**src/rtl/muldiv_unit.sv**
```systemverilog
`timescale 1ns/1ps
// Iterative RV32M multiply/divide unit: one result bit per clock behind a start/busy/done handshake.
// Multiply is shift-add on a double-width accumulator; divide is restoring on operand magnitudes.
module muldiv_unit #(
    parameter int XLEN      = 32,
    parameter bit EARLY_OUT = 1'b1
) (
    input  logic            clk,
    input  logic            reset,
    input  logic            start,
    input  logic [2:0]      op,
    input  logic [XLEN-1:0] in_1,
    input  logic [XLEN-1:0] in_2,
    input  logic [4:0]      rd_in,
    input  logic            flush,
    output logic            busy,
    output logic            done,
    output logic [XLEN-1:0] result,
    output logic [4:0]      rd_out
);
    localparam int CW = $clog2(XLEN + 1);
    localparam int W2 = 2 * XLEN;
    localparam logic [XLEN-1:0] MIN_NEG = {1'b1, {(XLEN-1){1'b0}}};

    typedef enum logic [1:0] {IDLE, CALC, DONE} state_t;
    state_t state, state_nxt;

    function automatic logic [XLEN-1:0] fix_sign(input logic [XLEN-1:0] mag, input logic neg);
        return neg ? -mag : mag;
    endfunction

    logic                   div_signed_in, div_zero_in, div_ovf_in, special_in;
    logic                   neg_a_in, neg_b_in;
    logic [XLEN-1:0]        special_res_in;
    logic signed [W2-1:0]   mcand_in;

    logic [2:0]             op_q;
    logic [4:0]             rd_q;
    logic                   special_q;
    logic [XLEN-1:0]        special_res_q;
    logic signed [W2-1:0]   acc, mcand, acc_nxt;
    logic [XLEN-1:0]        mplier;
    logic                   mul_b_signed;
    logic [XLEN-1:0]        rem, rem_nxt, quot, quot_nxt, dvsr;
    logic [XLEN:0]          rem_sh, diff;
    logic                   neg_q, neg_r;
    logic [CW-1:0]          count;
    logic                   last_iter, accept, early_fin, finish;
    logic [XLEN-1:0]        final_res;

    always_comb begin
        div_signed_in = ~op[0];
        div_zero_in   = (in_2 == '0);
        div_ovf_in    = div_signed_in && (in_1 == MIN_NEG) && (in_2 == '1);
        special_in    = op[2] && (div_zero_in || div_ovf_in);
        if (div_zero_in)
            special_res_in = op[1] ? in_1 : '1;
        else
            special_res_in = op[1] ? '0 : MIN_NEG;
        neg_a_in = div_signed_in && in_1[XLEN-1];
        neg_b_in = div_signed_in && in_2[XLEN-1];
        // MULH and MULHSU treat rs1 as signed; rs2 sign is handled on the last iteration
        if (op == 3'd1 || op == 3'd2)
            mcand_in = {{XLEN{in_1[XLEN-1]}}, in_1};
        else
            mcand_in = {{XLEN{1'b0}}, in_1};
    end

    always_comb begin
        last_iter = (count == CW'(XLEN - 1));
        acc_nxt   = acc;
        // A signed multiplier's top bit weighs -2^(XLEN-1), so it subtracts
        if (mplier[0])
            acc_nxt = (last_iter && mul_b_signed) ? acc - mcand : acc + mcand;
        rem_sh = {rem, quot[XLEN-1]};
        diff   = rem_sh - {1'b0, dvsr};
        if (diff[XLEN]) begin
            rem_nxt  = rem_sh[XLEN-1:0];
            quot_nxt = {quot[XLEN-2:0], 1'b0};
        end else begin
            rem_nxt  = diff[XLEN-1:0];
            quot_nxt = {quot[XLEN-2:0], 1'b1};
        end
        if (special_q)
            final_res = special_res_q;
        else if (!op_q[2])
            final_res = (op_q[1:0] == 2'd0) ? acc_nxt[XLEN-1:0] : acc_nxt[W2-1:XLEN];
        else if (op_q[1])
            final_res = fix_sign(rem_nxt, neg_r);
        else
            final_res = fix_sign(quot_nxt, neg_q);
    end

    always_comb begin
        state_nxt = state;
        busy      = 1'b0;
        done      = 1'b0;
        accept    = 1'b0;
        early_fin = 1'b0;
        finish    = 1'b0;
        case (state)
            IDLE: begin
                if (start && !flush) begin
                    accept = 1'b1;
                    if (EARLY_OUT && special_in) begin
                        early_fin = 1'b1;
                        state_nxt = DONE;
                    end else begin
                        state_nxt = CALC;
                    end
                end
            end
            CALC: begin
                busy = 1'b1;
                if (flush) begin
                    state_nxt = IDLE;
                end else if (last_iter) begin
                    finish    = 1'b1;
                    state_nxt = DONE;
                end
            end
            DONE: begin
                busy      = 1'b1;
                done      = 1'b1;
                state_nxt = IDLE;
            end
            default: state_nxt = IDLE;
        endcase
    end

    always_ff @(posedge clk or negedge reset) begin
        if (!reset)
            state <= IDLE;
        else
            state <= state_nxt;
    end

    // Result and tag change only when an operation completes, so a flush leaves them intact
    always_ff @(posedge clk or negedge reset) begin
        if (!reset) begin
            count  <= '0;
            result <= '0;
            rd_out <= '0;
        end else begin
            if (accept)
                count <= '0;
            else if (state == CALC && !flush)
                count <= count + 1'b1;
            if (early_fin) begin
                result <= special_res_in;
                rd_out <= rd_in;
            end else if (finish) begin
                result <= final_res;
                rd_out <= rd_q;
            end
        end
    end

    always_ff @(posedge clk) begin
        if (accept) begin
            op_q          <= op;
            rd_q          <= rd_in;
            special_q     <= special_in;
            special_res_q <= special_res_in;
            acc           <= '0;
            mcand         <= mcand_in;
            mplier        <= in_2;
            mul_b_signed  <= (op == 3'd1);
            rem           <= '0;
            quot          <= neg_a_in ? -in_1 : in_1;
            dvsr          <= neg_b_in ? -in_2 : in_2;
            neg_q         <= neg_a_in ^ neg_b_in;
            neg_r         <= neg_a_in;
        end else if (state == CALC) begin
            acc    <= acc_nxt;
            mcand  <= mcand << 1;
            mplier <= mplier >> 1;
            rem    <= rem_nxt;
            quot   <= quot_nxt;
        end
    end

endmodule

```
**config.mk**
```make
export PLATFORM = sky130hd
export DESIGN_NAME = muldiv_unit
export DESIGN_NICKNAME = d
export VERILOG_FILES = /design/src/rtl/muldiv_unit.sv
export SDC_FILE = /design/constraint.sdc
export NUM_CORES = 1
export LEC_CHECK = 0
export BUFFER_PORTS_ARGS = -buffer_cell sky130_fd_sc_hd__buf_2
export CAP_MARGIN = 10
export CORE_MARGIN = 2
export CORE_UTILIZATION = 57
export DETAILED_ROUTE_END_ITERATION = 12
export GPL_TIMING_DRIVEN = 0
export PLACE_DENSITY = 0.81
export SYNTH_ARGS = -nofsm -noshare
export SYNTH_HDL_FRONTEND = slang
export SYNTH_SLANG_ARGS = --single-unit
```
**constraint.sdc**
```tcl
create_clock -name clk -period 5.05 [get_ports clk]
set_input_delay 1.01 -clock clk [delete_from_list [all_inputs] [get_ports clk]]
set_output_delay 1.01 -clock clk [all_outputs]
set_load 0.02 [all_outputs]
```
### Word-level counts from Yosys, hierarchy flattened

Index checks and enable logic that the tools add are counted.

| word-level totals | value |
|---|---|
| register bits after elaboration | 345 |
| bits in latches | 0 |
| memory bits (writable) | 0 |
| memory bits (read-only) | 0 |
| bits of input ports | 76 |
| output and inout bits | 39 |
| word-level logic and storage cells | 98 |
| memories kept | 0 |

| operators by class | value |
|---|---|
| add/sub/neg operators | 8 |
| $mul | 0 |
| div/mod/pow operators | 0 |
| $lt $le $gt $ge | 0 |
| equal/unequal tests | 9 |
| shift operators | 0 |
| mux-type cells | 43 |
| bitwise operators | 2 |
| reduce and logical (&&, ||, !) cells | 19 |

Operators with widths:

| operator | number |
|---|---|
| $mux W32 | 18 |
| $mux W64 | 5 |
| $neg A32 Y32 | 4 |
| $add A64 B64 Y64 | 1 |
| $eq A32 B32 Y1 const B | 2 |
| $sub A64 B64 Y64 | 1 |
| $sub A33 B32 Y33 | 1 |
| $logic_not A32 Y1 | 1 |
| $mux W6 | 2 |
| $mux W1 | 11 |
| $mux W5 | 2 |
| $logic_and A1 B1 Y1 | 8 |
| $mux W2 | 4 |
| $add A6 B1 Y6 const B | 1 |
| $eq A6 B5 Y1 const B | 1 |
| $reduce_bool A2 Y1 | 3 |
| $logic_not A2 Y1 | 2 |
| $pmux W2 S2 | 1 |
| $eq A3 B1 Y1 const B | 1 |
| $eq A3 B2 Y1 const B | 1 |
| $ne A3 B3 Y1 const B | 1 |
| $eq A2 B1 Y1 const B | 1 |
| $eq A2 B2 Y1 const B | 1 |
| $logic_or A1 B1 Y1 | 2 |
| other kinds (6) | 6 |

### Longest topological paths before layout

| depth | value |
|---|---|
| depth after elaboration | 9 |
| depth in mapped cells | 30 |
| depth with buffers taken out | 25 |

### Worst setup path after synthesis

Ideal clock, no wire load.

| timing | value |
|---|---|
| kind | register -> register |
| start | reg quot[31] |
| end | reg result[20] |
| library setup time | 126 ps |
| data arrival time | 5385 ps |
| required time | 4924 ps |
| setup slack | -461 ps |
| stages on the path, launching flop included | 30 |
| buffers on the path | 5 |
| period minus slack after synthesis | 5511 ps |
| cells stage by stage | edfxtp_1 -> inv_1 -> ha_1 -> inv_1 -> fa_1 -> a211oi_1 -> o21bai_1 -> a2111oi_2 -> o32ai_1 -> or3_1 -> buf_2 -> and2_1 -> buf_6 -> inv_4 -> buf_6 -> buf_2 -> buf_2 -> o21ai_0 -> inv_1 -> ha_1 -> inv_1 -> nor2_1 -> and3_1 -> nand3_1 -> mux2i_2 -> o2111ai_2 -> and3_1 -> o31ai_1 -> a21oi_1 -> a311o_1 |

| between the ends | value |
|---|---|
| longest elaborated chain between the ends | 9 |
| elaborated cells between the ends (all ways) | 12 |
| those cells by class | 3 x add/sub; 9 x mux |

RTL lines:

| item | line | source |
|---|---|---|
| start: declaration | 44 | `logic [XLEN-1:0] rem, rem_nxt, quot, quot_nxt, dvsr;` |
| start signal: assignment | 170 | `quot <= neg_a_in ? -in_1 : in_1;` |
| start signal: assignment | 179 | `quot <= quot_nxt;` |
| $sub A33 B32 Y33 | 76 | `diff = rem_sh - {1'b0, dvsr};` |
| $mux W1 or $mux W32 (tied branches) | 77 | `if (diff[XLEN]) begin` |
| $neg A32 Y32 | 29 | `return neg ? -mag : mag;` |
| $mux W32 | 29 |  |
| $mux W32 (*) | 88 | `else if (op_q[1])` |
| $mux W32 (*) | 86 | `else if (!op_q[2])` |
| $mux W32 (*) | 84 | `if (special_q)` |
| $mux W32 (*) | 152 | `end else if (finish) begin` |
| $mux W32 (*) | 149 | `if (early_fin) begin` |
| end signal: assignment | 150 | `result <= special_res_in;` |
| end signal: assignment | 153 | `result <= final_res;` |
| end: declaration | 18 | `output logic [XLEN-1:0] result,` |

Every way passes the cells marked *; elsewhere a longest branch is shown, timed or not. The select of a mux whose other input is x is not followed.
A chain may end at the register's enable or synchronous reset.

### Worst setup path in the final report

| timing | value |
|---|---|
| start | reg mcand[29] |
| end | reg result[23] |

| between the ends | value |
|---|---|
| longest elaborated chain between the ends | 8 |
| elaborated cells between the ends (all ways) | 9 |
| those cells by class | 2 x add/sub; 7 x mux |

RTL lines:

| item | line | source |
|---|---|---|
| start: declaration | 41 | `logic signed [W2-1:0] acc, mcand, acc_nxt;` |
| start signal: assignment | 166 | `mcand <= mcand_in;` |
| start signal: assignment | 176 | `mcand <= mcand << 1;` |
| $add A64 B64 Y64 or $sub A64 B64 Y64 (tied branches) | 74 | `acc_nxt = (last_iter && mul_b_signed) ? acc - mcand : acc + mcand;` |
| $mux W64 (*) | 74 |  |
| $mux W64 (*) | 73 | `if (mplier[0])` |
| $mux W32 (*) | 87 | `final_res = (op_q[1:0] == 2'd0) ? acc_nxt[XLEN-1:0] : acc_nxt[W2-1:XLEN];` |
| $mux W32 (*) | 86 |  |
| $mux W32 (*) | 84 |  |
| $mux W32 (*) | 152 |  |
| $mux W32 (*) | 149 |  |

Marks and branches as above.

==> flow_summary_export.csv <==
group,metric,value,unit
yosys,synth_fp_nets,3305,
status,status,"finished with violations",
die,initial_core_util,57.92,%
drt,drtPass1Iterations,6,
critical_path,end_kind,"register",
cells_and_area,fin_nets,3532,
die,die_area,46850,um^2
critical_path,worstSetupStartpointType,"register",
timing,worst_slack,-0.1822,ns
critical_path,crit_type,"register to register",
die,num_rows,77,
yosys,syn_inst,3122,
timing,max_freq,0.1911,GHz
grt,grt_pass1_vias,24390,
place,place.detailed.hpwl,78.83,mm
grt,grt-ovfl-total,0,
power_and_ir_drop,pwr_density_cell,700.8,nW/um^2
place,gp_congestion,1.079,
yosys,synth-edff-count,204,
timing,relSlewSlack,22.44,%
power_and_ir_drop,ir_worst_vdd,0.6420,mV
timing,period_needed,5.232,ns
hold_path,hold_path.class,"primary input to asynchronous set/reset pin",
yosys,netlist_area,25730,um^2
clocking,clk_path_buf_depth,3,
drt,vias,26950,
drt,drc_errors,0,
die,die_x,216.4,um
clocking,cts_buffers,40,
clocking,htree_levels,2,
place,place_ws,-1.795,ns
clocking,cts_tree,"yes",
timing,worstMarginPinSlew,1.163,ns
yosys,synth_area_leader_cell,"edfxtp_1",
timing,setup-tns-final,-1.991,ns
status,violations,"negative setup slack",
critical_path,worstPathArrival,5.68,ns
die,io_pins,115,
drt,wl_per_cell,26.37,um
drt,routed_wirelength,104.9,mm
drt,avgViaCountPerCell,6.773,
timing,rsz0062_at_grt,"true",
grt,antenna_found_initial,6,
drt,ant_nets,0,
yosys,yosys_warnings,0,
clocking,clk_root_buffer_cell,"clkbuf_16",
yosys,syn_avg_cell_area,8.240,um^2
yosys,ys_ff_latch,345,
clocking,clkTransAtPathRegs,0.06,ns
grt,grt_max_degree,120,
place,port_buffers,108,
yosys,yosysSeqAreaShare,35.66,%
yosys,ys.flop_type,"edfxtp_1",
yosys,yosys-top-cells-area,"edfxtp_1 (24%), nand2_1 (7.9%), dfxtp_1 (7.5%), xnor2_1 (5.1%), ha_1 (5.1%)",
place,post_dp_cell_area,27220,um^2
critical_path,worstPathRequired,5.50,ns
cells_and_area,area_growth,19.65,%
flow_run,cap_violations,0,
clocking,cts_sinks,345,
timing,fin_skew,0.02778,ns
yosys,synth-async-reset-ratio,13.04,%
drt,drt-initial-drc-count,4288,
timing,fin_crit_sh,103.6,%
critical_path,worstPathMaxFanout,5,
yosys,netlist.area_leader.share,23.81,%
die,die_h,216.4,um
cells_and_area,drive_gt1_share,16.47,%
cells_and_area,finalInstanceArea,30780,um^2
grt,grt_usage,43.27,%
yosys,ys_types,100,
timing,finalHoldViolCount,0,
timing,finalSetupViolCount,21,
clocking,clkLatencyLatePin,0.60,ns
die,core_area,44410,um^2
grt,grt_pass1_wl,152.8,mm
timing,report.final.slew_viol_count,0,
power_and_ir_drop,p_leak,12.54,nW
power_and_ir_drop,p_total,21.57,mW
clocking,hold_buffers,0,
[routing by layer]
metal	global-route usage [%]	vias to the layer above	wire length [um]
met4	15.98	4	4770
li1	-	11770	-
met2	59.85	2118	41680
met1	62.14	12730	41660
met3	14.81	327	16780
met5	0	-	27
[cell families after synthesis]
logic type               Yosys count  share of synthesized area, %
buffers and inverters            268                         4.056
multiplexers                      89                         3.740
adder cells (fa/ha/maj)          107                         5.262
AND/OR/NAND/NOR                 1215                         21.60
flip-flops                       345                         35.66
XOR/XNOR                         258                         8.784
AO/OA/AOI/OAI                    840                         20.90
[through the flow]
stage	instances	utilization, %	hold WS, ns
final	3979	69.31	0.2856
after global routing	3975	69.28	0.2949
after CTS	3945	67.31	0.4983
after detailed placement	3826	61.29	0.4866
after global placement	3822	61.10	0.4734
after floorplan	3122	-	0.4463
[power breakdown]
group          internal (mW)  total [mW]  switching, mW
Combinational           4.88        13.2           8.36
Sequential              4.14        5.18           1.04
Clock                   1.84        3.14           1.30
Total                   10.9        21.6           10.7
[worst max-delay path: stages (launching register included)]
cell and delay, ns:
edfxtp_1 0.40, or3_4 0.41, or3_4 0.36, nor3_4 0.14, nor3b_4 0.29, nor4b_4 0.26
buf_6 0.19, nand2_4 0.06, or2_4 0.26, nor4_4 0.20, buf_4 0.18, nor2_4 0.04
xnor2_2 0.27, ha_4 0.26, and4_4 0.16, a221o_1 0.39, a21o_1 0.22, a31oi_4 0.23
buf_6 0.14, buf_6 0.10, buf_6 0.11, xnor2_4 0.07, a21boi_2 0.21, o21ai_1 0.12
[flip-flops by register name, indices dropped and copies added, names as in the netlist]
| register | cells |
|---|---|
| result | 32 |
| mplier | 32 |
| rd_out | 5 |
| quot | 32 |
| neg_q | 1 |
| mul_b_signed | 1 |
| count | 6 |
| state | 2 |
| neg_r | 1 |
| mcand | 64 |
| rd_q | 5 |
| op_q | 3 |
| acc | 64 |
| dvsr | 32 |
| special_q | 1 |
| special_res_q | 32 |
| rem | 32 |
[path summary, 6_finish.rpt]
kind	end	depth (start not counted)	startpoint	slack (ns)
setup / recovery	result[23]	23	mcand[29]	-0.18
hold / removal	count[1]	1	reset	0.29
setup reg to reg	result[23]	23	mcand[29]	-0.18
hold reg to reg	acc[41]	2	acc[41]	0.51
max in group asynchronous	rd_out[1]	2	reset	4.22
min in group clk	acc[41]	2	acc[41]	0.51
[final cells by class]
| type | count | area (um^2) |
|---|---|---|
| inverter | 94 | 369.1 |
| buffer | 148 | 641.9 |
| fill | 3442 | 13630 |
| clock inverter | 17 | 180.2 |
| antenna | 6 | 15.01 |
| sequential | 345 | 9174 |
| clock buffer | 57 | 1212 |
| timing repair buffer | 211 | 1411 |
| tap | 592 | 740.7 |
| multi-input combinational | 2509 | 17040 |
[repair_timing]
item                       in CTS  in global routing
setup endpoints to repair      81                 50
resized for setup             198                143
setup buffers                  68                 37
pin swaps                      70                 86
cloned                          0                  0
[placed cells by master (no fill, tap or decap), types with 32 or more instances in the layout]
cell type  count
o21ai_1       38
clkbuf_1     134
ha_1          82
buf_4         89
o21ai_0      151
buf_2        114
inv_1         87
o21a_1        40
nand2_1      534
mux2i_1       66
a21oi_1      211
a211oi_1      62
a21o_1        47
nor3_1        59
xor2_1       105
dfxtp_1       96
dfrtp_1       45
nand3_1       71
xnor2_1      137
edfxtp_1     204
a21oi_2       32
nor2_1       247
clkbuf_16     46
nand4_1       36
[synthesized netlist by cell type, types with 10 or more instances]
library cell / n
edfxtp_1: 204
xor2_1: 107
mux2i_1: 73
dfrtp_1: 45
xnor2_1: 151
nand4_1: 36
nor4_1: 16
inv_1: 89
and3_1: 35
dfxtp_1: 96
o41ai_1: 12
a211o_1: 11
or3_1: 42
nand3_1: 75
or4_1: 17
ha_1: 105
o21a_1: 41
a21o_1: 47
nor2b_1: 20
nor2_1: 256
o31ai_1: 38
buf_1: 10
a21oi_1: 246
nor3_1: 72
nand2b_1: 24
o21ai_1: 22
a211oi_1: 70
o21bai_1: 17
and2_1: 21
clkbuf_1: 153
nand2_1: 543
o21ai_0: 182
a31oi_1: 24
o211ai_1: 20
or2_2: 15
Note: power is estimated with default switching activity, not from simulation.
